**src/rtl/conv_layer_sched.sv**
```systemverilog
// Layer controller for the 3x3 conv engine: replays the padded map once per filter pair and writes both output channels.
// Read-to-valid_in latency 1 cycle, capture-to-write 1 cycle; no backpressure, DRAIN waits on output counts.
module conv_layer_sched #(
  parameter int M  = 8,
  parameter int S  = 482,
  parameter int NF = 16,
  parameter int AW = 18,
  parameter int OW = 21,
  localparam int NP = NF / 2,
  localparam int PW = (NP > 1) ? $clog2(NP) : 1
) (
  input  logic            clk,
  input  logic            Rst_n,
  input  logic            start,
  input  logic            abort,
  output logic            busy,
  output logic            done,
  output logic            rd_en,
  output logic [AW-1:0]   rd_addr,
  input  logic [M-1:0]    rd_data,
  output logic [M-1:0]    din,
  output logic            valid_in,
  output logic            repeat_in,
  input  logic [2*M-1:0]  o1,
  input  logic [2*M-1:0]  o2,
  input  logic            valid_out1,
  input  logic            valid_out2,
  output logic            wr_en1,
  output logic            wr_en2,
  output logic [OW-1:0]   wr_addr1,
  output logic [OW-1:0]   wr_addr2,
  output logic [2*M-1:0]  wr_data1,
  output logic [2*M-1:0]  wr_data2,
  output logic [PW-1:0]   pass_idx
);

  typedef enum logic [1:0] {IDLE, STREAM, DRAIN, FINISH} state_t;

  localparam int            TOT       = (S - 2) * (S - 2);
  localparam logic [AW-1:0] LAST_PIX  = AW'(S * S - 1);
  localparam logic [OW-1:0] TOT_W     = OW'(TOT);
  localparam logic [PW-1:0] LAST_PASS = PW'(NP - 1);

  state_t r_state, w_next;

  logic [AW-1:0]  r_pix;
  logic [PW-1:0]  r_pass;
  logic [OW-1:0]  r_out1, r_out2;
  logic [M-1:0]   r_din;
  logic           r_valid_in, r_repeat;
  logic           r_wr_en1, r_wr_en2;
  logic [OW-1:0]  r_wr_addr1, r_wr_addr2;
  logic [2*M-1:0] r_wr_data1, r_wr_data2;

  logic           w_rd_en, w_busy, w_done;
  logic           w_pix_last, w_full1, w_full2;
  logic           w_acc1, w_acc2, w_new_pass;
  logic [OW-1:0]  w_base;

  assign w_pix_last = (r_pix == LAST_PIX);
  assign w_full1    = (r_out1 == TOT_W);
  assign w_full2    = (r_out2 == TOT_W);
  assign w_base     = OW'(r_pass) * TOT_W;

  // Results can arrive while still streaming, so capture is open in every non-idle state.
  assign w_acc1 = valid_out1 && (r_state != IDLE) && !w_full1 && !abort;
  assign w_acc2 = valid_out2 && (r_state != IDLE) && !w_full2 && !abort;

  always_ff @(posedge clk or negedge Rst_n) begin
    if (!Rst_n) r_state <= IDLE;
    else        r_state <= w_next;
  end

  always_comb begin
    w_next     = r_state;
    w_rd_en    = 1'b0;
    w_busy     = 1'b0;
    w_done     = 1'b0;
    w_new_pass = 1'b0;
    case (r_state)
      IDLE: begin
        if (start) w_next = STREAM;
      end
      STREAM: begin
        w_rd_en = 1'b1;
        w_busy  = 1'b1;
        if (w_pix_last) w_next = DRAIN;
      end
      DRAIN: begin
        w_busy = 1'b1;
        if (w_full1 && w_full2) begin
          if (r_pass == LAST_PASS) begin
            w_next = FINISH;
          end else begin
            w_next     = STREAM;
            w_new_pass = !abort;
          end
        end
      end
      FINISH: begin
        w_done = 1'b1;
        w_next = IDLE;
      end
      default: w_next = IDLE;
    endcase
    if (abort) w_next = IDLE;
  end

  always_ff @(posedge clk or negedge Rst_n) begin
    if (!Rst_n) begin
      r_pix      <= '0;
      r_pass     <= '0;
      r_out1     <= '0;
      r_out2     <= '0;
      r_din      <= '0;
      r_valid_in <= 1'b0;
      r_repeat   <= 1'b0;
      r_wr_en1   <= 1'b0;
      r_wr_en2   <= 1'b0;
      r_wr_addr1 <= '0;
      r_wr_addr2 <= '0;
      r_wr_data1 <= '0;
      r_wr_data2 <= '0;
    end else if (abort) begin
      r_pix      <= '0;
      r_pass     <= '0;
      r_out1     <= '0;
      r_out2     <= '0;
      r_din      <= '0;
      r_valid_in <= 1'b0;
      r_repeat   <= 1'b0;
      r_wr_en1   <= 1'b0;
      r_wr_en2   <= 1'b0;
      r_wr_addr1 <= '0;
      r_wr_addr2 <= '0;
      r_wr_data1 <= '0;
      r_wr_data2 <= '0;
    end else begin
      r_valid_in <= w_rd_en;
      if (w_rd_en) r_din <= rd_data;
      r_repeat <= (r_state != IDLE) && (r_pass != '0);

      if (r_state == IDLE || w_new_pass) r_pix <= '0;
      else if (r_state == STREAM && !w_pix_last) r_pix <= r_pix + AW'(1);

      if (r_state == IDLE) r_pass <= '0;
      else if (w_new_pass) r_pass <= r_pass + PW'(1);

      if (r_state == IDLE || w_new_pass) r_out1 <= '0;
      else if (w_acc1) r_out1 <= r_out1 + OW'(1);

      if (r_state == IDLE || w_new_pass) r_out2 <= '0;
      else if (w_acc2) r_out2 <= r_out2 + OW'(1);

      // Both channels share the per-pass layout; each port addresses its own filter plane.
      r_wr_en1 <= w_acc1;
      if (w_acc1) begin
        r_wr_addr1 <= w_base + r_out1;
        r_wr_data1 <= o1;
      end
      r_wr_en2 <= w_acc2;
      if (w_acc2) begin
        r_wr_addr2 <= w_base + r_out2;
        r_wr_data2 <= o2;
      end
    end
  end

  assign busy      = w_busy;
  assign done      = w_done;
  assign rd_en     = w_rd_en;
  assign rd_addr   = r_pix;
  assign din       = r_din;
  assign valid_in  = r_valid_in;
  assign repeat_in = r_repeat;
  assign wr_en1    = r_wr_en1;
  assign wr_en2    = r_wr_en2;
  assign wr_addr1  = r_wr_addr1;
  assign wr_addr2  = r_wr_addr2;
  assign wr_data1  = r_wr_data1;
  assign wr_data2  = r_wr_data2;
  assign pass_idx  = r_pass;

endmodule

```
**config.mk**
```make
export PLATFORM = sky130hd
export DESIGN_NAME = conv_layer_sched
export DESIGN_NICKNAME = d
export VERILOG_FILES = /design/src/rtl/conv_layer_sched.sv
export SDC_FILE = /design/constraint.sdc
export NUM_CORES = 1
export LEC_CHECK = 0
export BUFFER_PORTS_ARGS = -buffer_cell sky130_fd_sc_hd__buf_2
export CAP_MARGIN = 20
export CELL_PAD_IN_SITES_DETAIL_PLACEMENT = 0
export CELL_PAD_IN_SITES_GLOBAL_PLACEMENT = 1
export CORE_ASPECT_RATIO = 1.5
export CORE_MARGIN = 2
export CORE_UTILIZATION = 43
export CTS_BUF_LIST = sky130_fd_sc_hd__clkbuf_8
export DETAILED_ROUTE_END_ITERATION = 12
export HOLD_SLACK_MARGIN = 0.03
export PLACE_DENSITY_LB_ADDON = 0.1
export SLEW_MARGIN = 25
export SYNTH_ARGS = -nofsm -noshare
export SYNTH_HDL_FRONTEND = slang
export SYNTH_SLANG_ARGS = --single-unit
export TNS_END_PERCENT = 100
```
**constraint.sdc**
```tcl
create_clock -name clk -period 4.15 [get_ports clk]
set_clock_uncertainty 0.15 [all_clocks]
set_input_delay 0.6225 -clock clk [delete_from_list [all_inputs] [get_ports clk]]
set_output_delay 0.6225 -clock clk [all_outputs]
set_load 0.03 [all_outputs]
```
# [After elaboration in Yosys (flattened, before gate mapping)]
# Index checks and enable logic that the tools add are counted.
[word_totals] register_bits=151 input_bits=46 out_inout_bits=110 elab_cells=95
[classes] n_addsub=6 multipliers=1 n_eq_ne=10 n_mux=38 reduce_logical=26
[op_table] cell="$mux 21" n=10
[op_table] cell="$mux 16" n=4
[op_table] cell="$mux 18" n=3
[op_table] cell="$add 21x1->21 const B" n=2
[op_table] cell="$add 21x21->21" n=2
[op_table] cell="$eq 21x18->1 const B" n=2
[op_table] cell="$add 18x1->18 const B" n=1
[op_table] cell="$eq 18x18->1 const B" n=1
[op_table] cell="$mux 8" n=2
[op_table] cell="$reduce_bool 3->1" n=5
[op_table] cell="$mul 3x8->11 const B" n=1
[op_table] cell="$mux 1" n=10
[op_table] cell="$mux 2" n=5
[op_table] cell="$logic_and 1x1->1" n=9
[op_table] cell="$mux 3" n=3
[op_table] cell="$ne 3x3->1 const B" n=3
[op_table] cell="$pmux 2 s4" n=1
[op_table] cell="$reduce_bool 2->1" n=4
[op_table] cell="$eq 2x2->1 const B" n=2
[op_table] cell="$logic_not 1->1" n=4
[op_table] cell="$add 3x1->3 const B" n=1
[op_table] cell="$eq 3x3->1 const B" n=1
[op_table] cell="$reduce_and 3->1" n=1
[op_table] cell="$eq 2x1->1 const B" n=1
[op_table] cell="other kinds (3)" n=3

# [Longest topological paths before layout]
# Gate-level depths: netlist of run 1.
[depth] word_depth=7 mapped_depth=10

# [Worst setup path after synthesis of run 1]
# Ideal clock, no wire load.
[synth_timing] kind="reg-to-reg" start="register r_pass[1] (netlist: pass_idx[1])" end="register r_wr_addr1[20] (netlist: wr_addr1[20])" setup_time_ns=0.121 arrival_time_ns=2.900 required_ns=3.879 setup_slack_ns=0.979 path_stages_with_launch=10 n_path_buf=0 period_less_slack_ns=3.171 path_cell_list="dfrtp_1 -> fa_1 -> ha_1 -> fa_1 -> xor2_1 -> ha_1 -> nand2_1 -> o31ai_1 -> xnor2_1 -> a22o_1"
[synth_between] elab_chain_cells=4
[synth_lines] item="start: declaration" line="47" rtl="logic [PW-1:0] r_pass;"
[synth_lines] item="start signal: assignment" line="147" rtl="else if (w_new_pass) r_pass <= r_pass + PW'(1);"
[synth_lines] item="$mul 3x8->11" line="63" rtl="assign w_base = OW'(r_pass) * TOT_W;"
[synth_lines] item="$add 21x21->21" line="158" rtl="r_wr_addr1 <= w_base + r_out1;"
[synth_lines] item="$mux 21" line="157" rtl="if (w_acc1) begin"
[synth_lines] item="$mux 21" line="124" rtl="end else if (abort) begin"
[synth_lines] item="end signal: assignment" line="158"
[synth_lines] item="end: declaration" line="52" rtl="logic [OW-1:0] r_wr_addr1, r_wr_addr2;"
# Every way passes these cells. The select of a mux whose other input is x is not followed.
# A chain may end at the register's enable or synchronous reset.

# [Worst setup path in the final report of run 1]
# Same ends and word-level chain as after synthesis.

==> impl_results.md, run 1 <==
* Run status: finished clean
* First-pass GRT wire length at 32.6 mm
* Vias at 6444
* Setup TNS Final at 0 ns
* Initial antenna violation count at 0
* Post-Syn Instances at 834
* FMAX at 0.316 GHz
* IO Pins at 156
* Drc violations at 0
* RSZ-0062 raised after global routing: no
* EDFF count, synth at 0
* I/O Buffers at 155
* Final min period at 3.16 ns
* Async SR Flop Fraction at 100%
* Clk buf depth at 2
* Lkg Pwr at 0.00436 uW
* Power Total at 3750 uW
* Largest stage delay, worst path at 0.65 ns
* Crit path DAT at 3.35 ns
* PostCTS Resize Cnt at 0
* Post-synthesis sequential area ratio at 48.6%
* DR pass1 iterations at 5
* Clock buffer count from CTS at 17
* Total track usage at 21.3%
* Detail-routed net length per standard cell at 16.5 um
* Max_cap viols at 0
* Vias per cell at 5.34
* Cell Chain, Critical Path: fa_1, ha_1, ha_1, a2111oi_0, o31ai_1, xnor2_1, a22o_1
* Post-synth top flop: dfrtp_1
* Crit-path leading delay family: adder cells
* Share of cells above drive strength 1 at 20.8%
* Final setup violation count at 0
* Sink Count at 151
* Final Hold Vio Count at 0
* Nature of the critical path endpoint: flop
* Routed WL at 19.9 mm
* Pwr Density at 410 nW/um2
* Root Buffer: clkbuf_8
* Post-synth top area cell: dfrtp_1
* Syn Nets at 917
* Max VDD drop at 0.219 mV
* Skew-Pair Late Insertion Delay at 0.46 ns
* Number of global-route vias before repair at 6278
* WP data required at 4.34 ns
* Synth unique cells at 52
* Final ANT Viol Nets at 0
* Type of the worst setup path: flop to flop
* CP Launch Type: flop
* Register bit count reported by yosys at 151
* Avg Inst Size Synth at 9.33 um2
* Nets at 1060
* Initial Util at 43.5%
* Row cnt at 60
* Die H at 169 um
* Most used cell, CP: ha_1
* Worst-path fanout max at 11
* Largest cells by area after synthesis: dfrtp_1 (49%), nand2_1 (7.5%), a21oi_1 (6.2%)
* Max_slew headroom at 35.3%
* Slew Viols, Final at 0
* Cell Area, Synth at 7780 um2
* Min-Delay Path Class: input port to flop
* RD Place Congestion at 0.804
* Global route overflow at 0
* N_diodes at 0
* Slew of the pin with the lowest slew margin at 0.970 ns
* Die width at 114 um
* Area Growth Syn to Fin at 17.7%
* DP HPWL at 14.0 mm
* Tcrit/Tclk final at 76.2%
* Slowest CP cell: a2111oi_0
* DIE AREA at 19200 um2
* Core ar. at 17900 um2
* Synth top area share at 48.6%
* CTS tree: done
* Clock transition at path regs at 0.08 ns
* Flop2flop setup slack at 0.99 ns
* Final core utilization at 51.2%
* Syn. warnings at 0
* Buffers and inverters on the worst path at 0
* H-tree depth at 4
* Drt initial violations at 373
* Largest net degree at the start of global routing at 88
[power breakdown]
part	leakage (uW)	total [uW]	switching [uW]	internal, uW
Clock	0.000207	1190	572	622
Sequential	0.00209	1620	55.9	1570
Combinational	0.00206	934	684	250
[tightest hold or removal path, stage by stage]
cell	delay, ns
buf_2	0.09
nand2_1	0.04
a21oi_1	0.05
[per-stage QoR]
stage	cell area (um2)	worst slack, ns	hold slack (ns)	instances
final	9150	0.989	0.237	1207
after global routing	9150	0.826	0.218	1207
after CTS	9150	0.973	0.213	1207
after detailed placement	8730	0.981	0.342	1174
after global placement	8730	1.04	0.330	1174
after floorplan	7780	0.979	0.177	834
[path summary, 6_finish.rpt]
path	depth (start not counted)	start	endpoint
setup / recovery	7	pass_idx[1]	wr_addr1[20]
hold / removal	3	o2[0]	wr_data2[0]
setup reg to reg	7	pass_idx[1]	wr_addr1[20]
hold reg to reg	1	wr_addr1[19]	wr_addr1[19]
max in group asynchronous	3	Rst_n	rd_addr[9]
min in group asynchronous	2	Rst_n	wr_addr1[7]
[registers in the layout, summed over array words and instances, names as in the netlist]
signal	flops
rd_addr	18
din	8
repeat_in	1
wr_addr1	21
wr_en2	1
wr_data2	16
pass_idx	3
wr_data1	16
wr_en1	1
r_out2	21
wr_addr2	21
r_state	2
r_out1	21
valid_in	1
[cells by family after synthesis]
family / Yosys count / share of synthesized area [%]
XOR/XNOR: 52 / 5.86
multiplexers: 12 / 1.54
AND/OR/NAND/NOR: 345 / 20.5
flip-flops: 151 / 48.6
AO/OA/AOI/OAI: 178 / 13.7
buffers and inverters: 59 / 3.43
adder cells (fa/ha/maj): 37 / 6.44
[metal layers]
metal / track usage (%) / vias up / share of wire, %
met2: 36.0 / 164 / 49
met3: 4.62 / 29 / 4.9
met5: 0 / - / 0
met4: 7.26 / 0 / 2.4
met1: 27.0 / 3063 / 43
li1: - / 3188 / -
[cell type report]
cell class | count | area, um2
clock inverter | 13 | 155
inverter | 15 | 56.3
sequential | 151 | 3780
clock buffer | 19 | 262
multi-input combinational | 624 | 3750
timing repair buffer | 168 | 882
fill | 1774 | 8710
tap | 217 | 272
[synth_stat cells (3+ instances only)]
cell type,number
a21o_1,9
xnor2_1,20
fa_1,5
nor3_1,8
ha_1,32
buf_2,9
buf_6,3
dfrtp_1,151
o21a_1,4
buf_4,3
nor4_1,5
nand3_1,29
nand3b_1,3
inv_1,15
nand4_1,13
o211ai_1,11
o2111ai_1,3
or4_1,9
nand2_1,156
and3_1,11
a21boi_0,3
xor2_1,32
a211oi_1,9
clkbuf_1,29
or3_1,16
o21ai_0,21
o31ai_1,7
a22o_1,3
nor2_1,75
nor4b_1,5
a21oi_1,96
mux2i_1,12
[what timing repair did]
action | CTS | global route
buffers inserted | 0 | 0
hold buffers | 1 | 0
hold endpoints to repair | 7 | 0
[cell usage in the layout (no fill, tap or decap), types with 3 or more instances in the layout]
cell type | Yosys | layout
a22o_1 | 3 | 3
dfrtp_1 | 151 | 151
nand4_1 | 13 | 13
buf_2 | 9 | 154
o21a_1 | 4 | 4
clkbuf_8 | 0 | 19
a21o_1 | 9 | 9
nor3_1 | 8 | 8
nand2_1 | 156 | 156
a211oi_1 | 9 | 9
xnor2_1 | 20 | 20
o211ai_1 | 11 | 11
a21boi_0 | 3 | 3
a21oi_1 | 96 | 95
nor4b_1 | 5 | 5
and3_1 | 11 | 11
or4_1 | 9 | 9
fa_1 | 5 | 5
xor2_1 | 32 | 32
nand3_1 | 29 | 29
inv_1 | 15 | 17
o31ai_1 | 7 | 7
nor4_1 | 5 | 5
o2111ai_1 | 3 | 3
nand3b_1 | 3 | 3
clkinvlp_4 | 0 | 4
or3_1 | 16 | 16
buf_4 | 3 | 12
mux2i_1 | 12 | 12
nor2_1 | 75 | 75
ha_1 | 32 | 32
o21ai_0 | 21 | 21
bufinv_16 | 0 | 3
Power figures use the tool's default switching activity.
==> run 2, diff against run 1 <==
- ABC_AREA: unset -> 1
- clock period: 4.15 -> 3.25 ns (I/O delays scaled with it)
==> run 2 against run 1 <==
  * Wire length grew 8.9%
  * Sequential power grew 28%
  * Global-route usage increased by 1.0 points
  * Largest cell class is now multi-input gates
  * Highest routed layer unchanged
==> impl_results.md, run 2 <==
* Vias per cell at 4.90 (was 5.34)
* Nature of the critical path endpoint: flop (unchanged)
* Routed WL at 21.6 mm (was 19.9 mm)
* IO Pins at 156 (unchanged)
* Slew Viols, Final at 0 (unchanged)
* Sink Count at 151 (unchanged)
* Clock buffer count from CTS at 17 (unchanged)
* Vias at 7056 (was 6444)
* Core ar. at 19000 um2 (was 17900 um2)
* Initial antenna violation count at 0 (unchanged)
* Setup TNS Final at 0 ns (unchanged)
* Share of cells above drive strength 1 at 21.2% (was 20.8%)
* Largest cells by area after synthesis: dfrtp_1 (46%), nand2_1 (11%), nand3_1 (6.1%) (was dfrtp_1 (49%), nand2_1 (7.5%), a21oi_1 (6.2%))
* Nets at 1256 (was 1060)
* Final Hold Vio Count at 0 (unchanged)
* Pwr Density at 495 nW/um2 (was 410 nW/um2)
* Area Growth Syn to Fin at 16.8% (was 17.7%)
* WP data required at 3.48 ns (was 4.34 ns)
* Initial Util at 43.5% (about the same)
* H-tree depth at 4 (unchanged)
* Syn. warnings at 0 (unchanged)
* Synth top area share at 45.7% (was 48.6%)
* PostCTS Resize Cnt at 0 (unchanged)
* Final ANT Viol Nets at 0 (unchanged)
* Total track usage at 22.3% (was 21.3%)
* Final setup violation count at 0 (unchanged)
* CTS tree: done (unchanged)
* Die H at 174 um (was 169 um)
* Die width at 117 um (was 114 um)
* RD Place Congestion at 0.832 (was 0.804)
* Async SR Flop Fraction at 100% (unchanged)
* Max VDD drop at 0.287 mV (was 0.219 mV)
* Final Non-Filler Cells at 1441 (was 1207)
* RSZ-0062 raised after global routing: no (unchanged)
* Type of the worst setup path: flop to flop (unchanged)
* Max_slew headroom at 55.0% (was 35.3%)
* Most common cell after layout, fill and taps aside: nand2_1 (unchanged)
* Slowest CP cell: fa_1 (was a2111oi_0)
* Root Buffer: clkbuf_8 (unchanged)
* Detail-routed net length per standard cell at 15.0 um (was 16.5 um)
* Drc violations at 0 (unchanged)
* Largest net degree at the start of global routing at 70 (was 88)
* Global route overflow at 0 (unchanged)
* Register bit count reported by yosys at 151 (unchanged)
* Buffers and inverters on the worst path at 0 (unchanged)
* FMAX at 0.330 GHz (was 0.316 GHz)
* Largest stage delay, worst path at 0.52 ns (was 0.65 ns)
* Tcrit/Tclk final at 93.2% (was 76.2%)
* Lkg Pwr at 0.00487 uW (was 0.00436 uW)
* Run status: finished clean (unchanged)
* CP Launch Type: flop (unchanged)
* Number of global-route vias before repair at 7116 (was 6278)
* Post-synth top area cell: dfrtp_1 (unchanged)
* Clk buf depth at 2 (unchanged)
* Skew-Pair Late Insertion Delay at 0.45 ns (was 0.46 ns)
* Crit-path leading delay family: adder cells (unchanged)
* Commonest cells post-synth: nand2_1 (247), dfrtp_1 (151), nor2_1 (116) (was nand2_1 (156), dfrtp_1 (151), a21oi_1 (96))
* Synth unique cells at 41 (was 52)
* Syn Nets at 1099 (was 917)
* DP HPWL at 15.9 mm (was 14.0 mm)
* Avg Inst Size Synth at 8.15 um2 (was 9.33 um2)
* DR pass1 iterations at 4 (was 5)
* I/O Buffers at 155 (unchanged)
* Row cnt at 62 (was 60)
* Worst-path fanout max at 8 (was 11)
* Min-Delay Path Class: input port to flop (unchanged)
* First-pass GRT wire length at 35.6 mm (was 32.6 mm)
* Crit path DAT at 3.26 ns (was 3.35 ns)
* N_diodes at 0 (unchanged)
* Max_cap viols at 0 (unchanged)
* Drt initial violations at 357 (was 373)
* Cell Area, Synth at 8280 um2 (was 7780 um2)
* Post-synth top flop: dfrtp_1 (unchanged)
* Post-Syn Instances at 1016 (was 834)
* Post-CTS Setup Bufs at 0 (unchanged)
* EDFF count, synth at 0 (unchanged)
* Slew of the pin with the lowest slew margin at 0.675 ns (was 0.970 ns)
* Final min period at 3.03 ns (was 3.16 ns)
* Cells after DPL at 1409 (was 1174)
* Most frequent cells in the layout: nand2_1 (247), buf_2 (154), dfrtp_1 (151) (was nand2_1 (156), buf_2 (154), dfrtp_1 (151))
* Cell Chain, Critical Path: fa_1, ha_1, fa_1, xor2_1, ha_1, a21oi_1, o21ai_0, o21bai_1, nand2_1, nand2_1, o21ai_1 (was fa_1, ha_1, ha_1, a2111oi_0, o31ai_1, xnor2_1, a22o_1)
* DIE AREA at 20400 um2 (was 19200 um2)
* Count leader, synth: nand2_1 (unchanged)
* Post-synthesis sequential area ratio at 45.7% (was 48.6%)
* Hold_buf cts at 1 (unchanged)
* Clock transition at path regs at 0.09 ns (was 0.08 ns)
## run 2: metrics by stage
stage	utilization, %	hold WS (ns)	area [um2]	worst slack, ns	total power (uW)
floorplan	-	0.0419	8280	0.157	3060
global placement	48.9	0.312	9290	0.301	3460
detailed placement	48.9	0.317	9290	0.242	3470
CTS	50.9	0.0378	9670	0.218	4870
global route	50.9	0.0614	9670	0.0372	5070
finish	50.9	0.0760	9670	0.221	4790
## run 2: layout make-up
class | instances | area (um2)
sequential | 151 | 3780
multi-input combinational | 720 | 3860
clock buffer | 19 | 262
clock inverter | 12 | 104
tap | 256 | 320
timing repair buffer | 169 | 915
fill | 1957 | 9340
inverter | 114 | 429
## run 2: cells by family (layout without fill, tap and decap cells)
kind of cell             Yosys count  after routing  share of synthesized area [%]
adder cells (fa/ha/maj)           37             37                           6.05
AO/OA/AOI/OAI                    115            115                           8.03
flip-flops                       151            151                           45.7
buffers and inverters            145            314                           7.69
AND/OR/NAND/NOR                  539            539                           29.5
XOR/XNOR                          29             29                           3.07
## run 2: final timing paths
kind | start | end | slack [ns] | depth (start not counted)
max | pass_idx[0] | wr_addr1[20] | 0.22 | 11
max reg2reg | pass_idx[0] | wr_addr1[20] | 0.22 | 11
min in group asynchronous | Rst_n | wr_addr2[8] | 0.47 | 2
min reg2reg | wr_addr2[3] | wr_addr2[3] | 0.33 | 2
max in group asynchronous | Rst_n | wr_data2[15] | 1.78 | 3
min | rd_data[0] | din[0] | 0.08 | 3
## run 2: power by group
part | leakage [uW] | switching (uW) | total [uW] | internal, uW
Clock | 0.000183 | 741 | 1380 | 638
Combinational | 0.00259 | 986 | 1340 | 354
Sequential | 0.00210 | 73.7 | 2070 | 1990
Total | 0.00487 | 1800 | 4790 | 2980
## run 2: per-layer routing
layer	part of all wire, %	track usage (%)	vias to the layer above
li1	-	-	3592
met1	41	25.5	3338
met2	55	41.0	102
met3	2.4	3.77	24
met4	1.8	7.21	0
met5	0	0	-
## run 2: tightest hold or removal path, cell delays in order
cell and delay [ns]:
buf_2 0.07, nand2_1 0.04, nand2_1 0.04
==> run 3, diff against run 2 <==
- MAX_ROUTING_LAYER: unset -> met4
==> run 3 against run 2 <==
  * Clock power about the same
  * Register-to-register slack barely moved
  * Hold slack got worse by 0.0012 ns
  * Final cell count stayed put
  * Largest cell class unchanged
  * Largest power group unchanged
==> impl_results.md, run 3 (same netlist as run 2, synthesis figures left out) <==
* Max VDD drop at 0.287 mV (about the same)
* First-pass GRT wire length at 35.6 mm (about the same)
* Sink Count at 151 (unchanged)
* Final Non-Filler Cells at 1441 (unchanged)
* Flop pwr share at 43.2% (about the same)
* Nature of the critical path endpoint: flop (unchanged)
* Die H at 174 um (unchanged)
* Setup TNS Final at 0 ns (unchanged)
* Clock transition at path regs at 0.09 ns (about the same)
* Core ar. at 19000 um2 (unchanged)
* Final setup violation count at 0 (unchanged)
* Skew-Pair Late Insertion Delay at 0.45 ns (about the same)
* Combinational Power Share at 28.0% (about the same)
* Vias at 7061 (was 7056)
* PostCTS Resize Cnt at 0 (unchanged)
* Total track usage at 23.0% (was 22.3%)
* R2R cell count at 11 (unchanged)
* Start point of the worst min-delay path: rd_data[0] (unchanged)
* Power share of the clock group at 28.8% (about the same)
* Final core utilization at 50.9% (unchanged)
* WP data required at 3.48 ns (about the same)
* Nets at 1256 (unchanged)
* Root Buffer: clkbuf_8 (unchanged)
* Crit path DAT at 3.25 ns (was 3.26 ns)
* Fin area at 9670 um2 (unchanged)
* Die width at 117 um (unchanged)
* Final ANT Viol Nets at 0 (unchanged)
* I/O Buffers at 155 (unchanged)
* Clk buf depth at 2 (unchanged)
* Run status: finished clean (unchanged)
* CTS tree: done (unchanged)
* Row cnt at 62 (unchanged)
* Final min period at 3.02 ns (was 3.03 ns)
* Max_slew headroom at 54.5% (was 55.0%)
* DP HPWL at 15.9 mm (unchanged)
* N_diodes at 0 (unchanged)
* Detail-routed net length per standard cell at 15.0 um (about the same)
* Hold EP: din[0] (unchanged)
* Post-DP Area at 9290 um2 (unchanged)
* Type of the worst setup path: flop to flop (unchanged)
* Most frequent cells in the layout: nand2_1 (247), buf_2 (154), dfrtp_1 (151) (unchanged)
* Min-Delay Path Class: input port to flop (unchanged)
* Routed WL at 21.6 mm (about the same)
* Crit path launch: pass_idx[0] (unchanged)
* Initial Util at 43.5% (unchanged)
* DR pass1 iterations at 4 (unchanged)
* Most common cell after layout, fill and taps aside: nand2_1 (unchanged)
* Slew of the pin with the lowest slew margin at 0.683 ns (was 0.675 ns)
* CP Launch Type: flop (unchanged)
* Vias per cell at 4.90 (about the same)
* Max_cap viols at 0 (unchanged)
* Final Hold Vio Count at 0 (unchanged)
* Worst setup margin at 0.234 ns (was 0.221 ns)
* H-tree depth at 4 (unchanged)
* Worst-path fanout max at 8 (unchanged)
* Cells after DPL at 1409 (unchanged)
* Lkg Pwr at 0.00487 uW (unchanged)
* RD Place Congestion at 0.844 (was 0.832)
* P_int at 2980 uW (about the same)
* Clock buffer count from CTS at 17 (unchanged)
* RSZ-0062 raised after global routing: no (unchanged)
* Drc violations at 0 (unchanged)
* Global route overflow at 0 (unchanged)
* Switching share of power at 37.6% (about the same)
* Depth of the worst hold-timing path at 3 (unchanged)
* Flop2flop setup slack at 0.23 ns (was 0.22 ns)
* Largest stage delay, worst path at 0.52 ns (about the same)
* Reg-to-Reg End: wr_addr1[20] (unchanged)
* R2r startpoint: pass_idx[0] (unchanged)
* DIE AREA at 20400 um2 (unchanged)
* Tcrit/Tclk final at 92.8% (was 93.2%)
* FMAX at 0.332 GHz (was 0.330 GHz)
* Slew Viols, Final at 0 (unchanged)
* Share of cells above drive strength 1 at 21.2% (unchanged)
* Slowest CP cell: fa_1 (unchanged)
* Pwr Density at 494 nW/um2 (was 495 nW/um2)
* Drt initial violations at 333 (was 357)
* Area Growth Syn to Fin at 16.8% (unchanged)
* IO Pins at 156 (unchanged)
* Initial antenna violation count at 0 (unchanged)
* Number of global-route vias before repair at 7120 (was 7116)
* Cell Chain, Critical Path: fa_1, ha_1, fa_1, xor2_1, ha_1, a21oi_1, o21ai_0, o21bai_1, nand2_1, nand2_1, o21ai_1 (unchanged)
* Pre-CTS WS at 0.242 ns (unchanged)
* Largest net degree at the start of global routing at 70 (unchanged)
* Switching pwr at 1800 uW (about the same)
[run 3: cell counts in the layout (fill, tap and decap cells not counted)]
No cell type changed its count.
[run 3: power by group through the flow]
stage	registers, uW	clock network, uW	logic [uW]
3_3_place_gp	2100	0	1360
2_1_floorplan	2310	0	748
5_1_grt	2080	1500	1490
4_1_cts	2070	1440	1370
3_5_place_dp	2100	0	1370
6_report	2060	1380	1340
[run 3: worst max path at each step]
stage	end	slack (ns)	cells past startpoint
4_1_cts	wr_addr1[20]	0.22	11
3_3_place_gp	wr_addr1[20]	0.30	11
5_1_grt	wr_addr1[20]	0.04	11
3_5_place_dp	wr_addr1[20]	0.24	11
6_report	wr_addr1[20]	0.23	11
2_1_floorplan	wr_addr1[20]	0.16	11
[run 3: final cells by class]
cell class | instances | area, um2
well taps | 256 | 320
clock inverters | 12 | 104
clock buffers | 19 | 262
repair buffers | 169 | 915
inverters | 114 | 429
multi-input cells | 720 | 3860
fillers | 1957 | 9340
flip-flops and latches | 151 | 3780
[run 3: layer usage]
metal | track usage (%) | routed length (um)
met1 | 25.6 | 8830
met2 | 41.1 | 11900
met3 | 3.84 | 495
met4 | 7.06 | 376
met5 | - | 0
[run 3: repair_timing]
item	4_1_cts	5_1_grt
buffers inserted	0	0
hold buffers	1	0
endpoints found under the hold margin	67	0
[run 3: through the flow]
stage	hold slack, ns	total power [uW]
global route	0.0581	5070
detailed placement	0.317	3470
global placement	0.312	3460
floorplan	0.0419	3060
CTS	0.0378	4870
finish	0.0748	4780
[run 3: critical path: cells and delay by family (launching register included)]
family	cells	cell delay, ns
AO/OA/AOI/OAI	4	0.52
XOR/XNOR	1	0.23
adder cells (fa/ha/maj)	4	1.45
flip-flops	1	0.50
AND/OR/NAND/NOR	2	0.11
